==> src/rtl/fetch_decode_queue.sv <==
// Instruction queue between fetch and decode: circular FIFO of {pc, instr} pairs
// with valid/ready handshake, full back-pressure and flush-on-redirect.
module fetch_decode_queue #(
  parameter  int DEPTH = 4,
  localparam int CW    = $clog2(DEPTH) + 1
) (
  input  logic          clk,
  input  logic          rst_n,
  input  logic          in_valid,
  input  logic [31:0]   in_pc,
  input  logic [31:0]   in_instr,
  output logic          in_ready,
  output logic          out_valid,
  output logic [31:0]   out_pc,
  output logic [31:0]   out_instr,
  input  logic          out_ready,
  input  logic          flush,
  output logic [CW-1:0] count
);

  localparam int AW = $clog2(DEPTH);

  logic [63:0]   mem_r [DEPTH];
  logic [AW-1:0] wr_ptr_r;
  logic [AW-1:0] rd_ptr_r;
  logic [CW-1:0] count_r;
  logic [CW-1:0] count_nxt_s;
  logic          push_s;
  logic          pop_s;
  logic          full_s;
  logic          empty_s;

  // Handshake qualifiers derived from registered occupancy only
  always_comb begin
    full_s  = (count_r == CW'(DEPTH));
    empty_s = (count_r == {CW{1'b0}});
    push_s  = in_valid & ~full_s;
    pop_s   = out_ready & ~empty_s;
  end

  // Occupancy next-state; simultaneous push and pop leaves it unchanged
  always_comb begin
    count_nxt_s = count_r;
    case ({push_s, pop_s})
      2'b10:   count_nxt_s = count_r + CW'(1);
      2'b01:   count_nxt_s = count_r - CW'(1);
      default: count_nxt_s = count_r;
    endcase
  end

  // Pointer and occupancy registers; flush outranks any push or pop
  always_ff @(posedge clk or negedge rst_n) begin
    if (!rst_n) begin
      wr_ptr_r <= {AW{1'b0}};
      rd_ptr_r <= {AW{1'b0}};
      count_r  <= {CW{1'b0}};
    end else if (flush) begin
      wr_ptr_r <= {AW{1'b0}};
      rd_ptr_r <= {AW{1'b0}};
      count_r  <= {CW{1'b0}};
    end else begin
      if (push_s) begin
        wr_ptr_r <= wr_ptr_r + AW'(1);
      end else begin
        wr_ptr_r <= wr_ptr_r;
      end
      if (pop_s) begin
        rd_ptr_r <= rd_ptr_r + AW'(1);
      end else begin
        rd_ptr_r <= rd_ptr_r;
      end
      count_r <= count_nxt_s;
    end
  end

  // Entry storage; contents are don't-care until written, so no reset
  always_ff @(posedge clk) begin
    if (push_s && !flush) begin
      mem_r[wr_ptr_r] <= {in_pc, in_instr};
    end
  end

  // Head presentation; zeroed when empty so decode never sees stale data
  always_comb begin
    in_ready  = ~full_s;
    out_valid = ~empty_s;
    count     = count_r;
    if (!empty_s) begin
      out_pc    = mem_r[rd_ptr_r][63:32];
      out_instr = mem_r[rd_ptr_r][31:0];
    end else begin
      out_pc    = 32'h0;
      out_instr = 32'h0;
    end
  end

endmodule
==> config.mk <==
export PLATFORM = sky130hd
export DESIGN_NAME = fetch_decode_queue
export DESIGN_NICKNAME = d
export VERILOG_FILES = /design/src/rtl/fetch_decode_queue.sv
export SDC_FILE = /design/constraint.sdc
export NUM_CORES = 1
export LEC_CHECK = 0
export CORE_MARGIN = 4
export CORE_UTILIZATION = 45
export DETAILED_ROUTE_END_ITERATION = 8
export HOLD_SLACK_MARGIN = 0.06
export PLACE_DENSITY = 0.75
export REMOVE_ABC_BUFFERS = 1
export SYNTH_ARGS = -nofsm -noshare
export SYNTH_HDL_FRONTEND = slang
export SYNTH_SLANG_ARGS = --single-unit
==> constraint.sdc <==
create_clock -name clk -period 5.7 [get_ports clk]
set_input_delay 0.855 -clock clk [delete_from_list [all_inputs] [get_ports clk]]
set_output_delay 0.855 -clock clk [all_outputs]
set_load 0.02 [all_outputs]
-- Yosys cells after proc, flatten, opt, wreduce, memory -nomap -nowiden
Memories as Yosys holds them, arrays and structs flattened.
Cells that the tools add are included.
- register bits after elaboration: 7
- RAM bits: 256
- input bits: 69
- output and inout port bits: 69
- word-level logic and storage cells: 31
- memories kept: 1
- memory list (memory ; words ; width ; read ports ; clocked after memory_dff ; write ports ; RTL line ; text):
    mem_r ; 4 ; 64 ; 1 ; 0 ; 1 ; 23 ; logic [63:0] mem_r [DEPTH];
- add/subtract/negate cells: 4
- equality and inequality tests: 3
- multiplexer cells: 10
- bitwise gates (word level): 4
- reduce and logical (&&, ||, !) cells: 6
- operator list (kind ; count):
    32-bit two-way mux ; 2
    2-bit two-way mux ; 4
    3-bit case mux with 2 select lines ; 1
    2-bit by 1-bit adder with 2-bit output, second input constant ; 2
    2-bit nonzero test ; 2
    3-bit by 1-bit adder with 3-bit output, second input constant ; 1
    3-bit == test, second input constant ; 1
    3-bit zero test ; 1
    3-bit two-way mux ; 1
    3-bit nonzero test ; 1
    3-bit by 1-bit subtractor with 3-bit output, second input constant ; 1
    1-bit bitwise AND ; 2
    2-bit by 1-bit == test with 1-bit output, second input constant ; 1
    2-bit == test, second input constant ; 1
    1-bit two-way mux ; 2
    1-bit NOT ; 2
    1-bit logical AND ; 1
    1-bit zero test ; 1

-- Depth between registers and ports, before layout
- depth in word-level cells: 6
- depth in mapped cells: 7
- gate-level depth less buffers: 6

-- Worst setup path before layout
OpenSTA, ideal clock, no wires.
- kind: input to register
- start: input port in_valid
- end: memory mem_r[0][0], enable pin
- arrival: 2.810 ns
- setup slack: 2.461 ns
- stages: 4
- path buffers: 1
- cells stage by stage: buf_2 -> nand2_1 -> nor2_1 -> and2_1
- cells in the longest elaborated chain, start to end: 4
- RTL lines (element ; RTL line ; text):
    start, declared ; 9 ; input logic in_valid,
    1-bit bitwise AND ; 37 ; push_s = in_valid & ~full_s;
    1-bit logical AND ; 78 ; if (push_s && !flush) begin
    1-bit two-way mux ; 78 ;
    1-bit two-way mux (implied by the code) ; 79 ; mem_r[wr_ptr_r] <= {in_pc, in_instr};
    end, declared ; 23 ;
Every way passes these cells.

-- Worst setup path after layout
- start: register rd_ptr_r[0]
- end: output port out_pc[12]
- cells in the longest elaborated chain, start to end: 2
- RTL lines (element ; RTL line ; text):
    start, declared ; 25 ; logic [AW-1:0] rd_ptr_r;
    start signal, assigned ; 55 ; rd_ptr_r <= {AW{1'b0}};
    start signal, assigned ; 59 ; rd_ptr_r <= {AW{1'b0}};
    start signal, assigned ; 68 ; rd_ptr_r <= rd_ptr_r + AW'(1);
    memory 4 x 64 bit ; -- ;
    32-bit two-way mux ; 88 ; if (!empty_s) begin
    end, declared ; 14 ; output logic [31:0] out_pc,
Every way passes these cells.

==> flow_summary.ini <==
[setup_path]
startpoint = rd_ptr_r[0]$_DFFE_PN0P_
path_buf_inv = 2
crit_family = flip-flops
slowest_delay_ps = 1160
crit_type = reg -> out
cp_slowest_cell = dfrtp_4
end_kind = primary output
r2r_setup_slack_ps = 3250
worstSetupStartpointType = flip-flop
arrival_ps = 3360
cp_cell_sequence = buf_4 -> mux4_2 -> and2_1 -> clkdlybuf4s50_1
path_max_fanout = 55
r2r-end = count[2]$_DFFE_PN0P_
crit-reg2reg-launch = count[1]$_DFFE_PN0P_
required_ps = 4850
r2r_cells = 6

[synthesis]
synthTopCellsByArea = edfxtp_1 (75%), mux4_2 (14%), and2_1 (4.2%)
ys.flop_type = edfxtp_1
synth_top_area_share = 0.754
syn_inst = 468
synth_common_cells = edfxtp_1 (256), and2_1 (68), mux4_2 (64)
postSynthAreaPerCell_um2 = 21.8
ys_seq_area_frac = 0.771
yosysWarnings = 0
ys_async_sr_fraction = 0.0266
yosys.cell_count.top_type = edfxtp_1
synth_edf_count = 256
synth_cell_types = 32
synth.cell_area_um2 = 10200
synth_seq_cells = 263
synth_area_leader_cell = edfxtp_1

[clock_network]
clock-root-buffer = clkbuf_16
clockBufferDepth = 3
cts_buffers = 27
cts_setup_buffers = 0
cts_hold_buffers = 0
cts.htree.levels = 1
cts_resized = 0
clkSinkCount = 263
clock_latency_ps = 520
clkTransAtPathRegs_ps = 60
cts_tree = built

[min_path]
holdPathEnd = wr_ptr_r[1]$_DFFE_PN0P_
min_from = wr_ptr_r[1]$_DFFE_PN0P_
hp-class = reg -> reg
holdPathStages = 2

[die]
die-area_um2 = 25100
die_y_um = 158
num_io_pins = 138
rows = 54
core-area_um2 = 22000
initial_core_util = 0.463
die_w_um = 158

[timing]
skew_ps = 5.53
rsz0062_at_grt = no
setup_viol = 0
worst_pin_slew_ps = 1130
period_needed_ps = 4210
maxSlewHeadroom = 0.248
setup_tns_ps = 0
fmax_ghz = 0.237
hold_viol_final = 0
period_share = 0.739
maxSlewViolCount = 0

[power]
p_seq_frac = 0.467
ir_drop_mv = 0.264
p_sw_frac = 0.242
p_per_area_nw_per_um2 = 386
p_int_mw = 3.71
power_frac_clock = 0.357
p_switching_mw = 1.18
leakage_nw = 4.02
comb_power_share = 0.176

[cells_and_area]
nFillCells = 1640
fin_util = 0.575
drive_above_1_share = 0.179
area_growth_pct = 24.3
nets = 685
stdcell_count = 910
antenna_cells = 0

[placement]
numPortBuffers = 137
gp_congestion = 0.708
placed_cells = 862
dp.final_hpwl_um = 10600

[global_route]
antenna_found_initial = 1
grt_use_total = 0.151
grt_use_met2 = 0.265
busiest_layer = met2
met1_usage = 0.197
grt_remaining_overflow = 0
grt_max_degree = 69
grtUsageMet3 = 0.0280
first_global_vias = 5406
grt_pass1_wl_um = 29300

[detailed_routing]
vias_per_cell = 5.37
drtIter0Drc = 273
wl_per_cell_um = 20.8
drc = 0
via_count = 4891
first_pass_iters = 4
ant_nets = 0
routed_wirelength_um = 19000

[run]
cap_violations = 0

[run_status]
status = complete, no violations
-- layout make-up --
cell class                      count  area (µm²)  share of cell area
Multi-Input combinational cell    179        2190               0.172
Timing Repair Buffer              138        1380               0.109
Tap cell                          280         350              0.0276
Clock buffer                       31         691              0.0545
Inverter                            2        7.51            0.000592
Sequential cell                   263        7870               0.621
Clock inverter                     17         190              0.0150
-- through the flow --
| step | area (µm²) | worst slack (ps) | power, mW | hold slack [ps] |
|---|---|---|---|---|
| after global routing | 12700 | 1190 | 5.08 | 606 |
| after CTS | 12700 | 1330 | 4.95 | 598 |
| after floorplan | 10000 | 1370 | 2.80 | 536 |
| after detailed placement | 11800 | 1890 | 3.21 | 593 |
| after global placement | 11800 | 1950 | 3.18 | 553 |
| final | 12700 | 1490 | 4.89 | 597 |
-- power by group through the flow --
stage	logic, mW	registers, mW	clock network (mW)
2_1_floorplan	0.483	2.32	0
3_3_place_gp	0.858	2.33	0
3_5_place_dp	0.875	2.33	0
4_1_cts	0.879	2.29	1.78
5_1_grt	0.918	2.30	1.86
6_report	0.860	2.28	1.74
-- routing by layer --
metal  part of all wire  vias to the layer above
met5             0.0011                        -
met4              0.019                        2
met3              0.045                       35
met2               0.51                      131
met1               0.42                     2549
li1                   -                     2174
-- worst max path at each step --
stage	endpoint	slack [ps]	cells after the start
after floorplan	out_instr[0]	1370	2
after global placement	out_instr[28]	1950	4
after detailed placement	out_pc[20]	1890	4
after CTS	out_pc[20]	1330	4
after global routing	out_pc[0]	1190	4
final	out_pc[12]	1490	4
-- flip-flops by register name, indices dropped and copies added, names as in the netlist --
register,cells
mem_r,256
count,3
rd_ptr_r,2
wr_ptr_r,2
-- layout by cell type (no fill, tap or decap), types with 2 or more instances in the layout --
cell	n
o21ai_0	3
clkinv_1	4
clkinv_2	7
mux4_2	64
nand3_1	5
xor2_1	2
ha_1	4
clkbuf_1	4
bufinv_16	4
nand2_1	6
dfrtp_4	2
clkbuf_16	27
edfxtp_1	256
dfrtp_1	5
inv_1	2
and2_4	4
xnor2_1	2
and2_1	64
nor2_1	9
a21oi_1	2
clkdlybuf4s50_1	137
-- kinds of logic after synthesis --
logic type | count (synthesis) | synth area share
simple gates | 96 | 0.0555
compound gates | 10 | 0.00626
buf+inv | 26 | 0.0151
xor+xnor | 4 | 0.00344
mux | 64 | 0.141
flops | 263 | 0.771
fa+ha+maj | 5 | 0.00687
-- tightest hold or removal path, cell delays in order (launching register included) --
cell and delay (ps):
dfrtp_1 420, nand2_1 70, a21oi_1 60
Power figures use the tool's default switching activity.
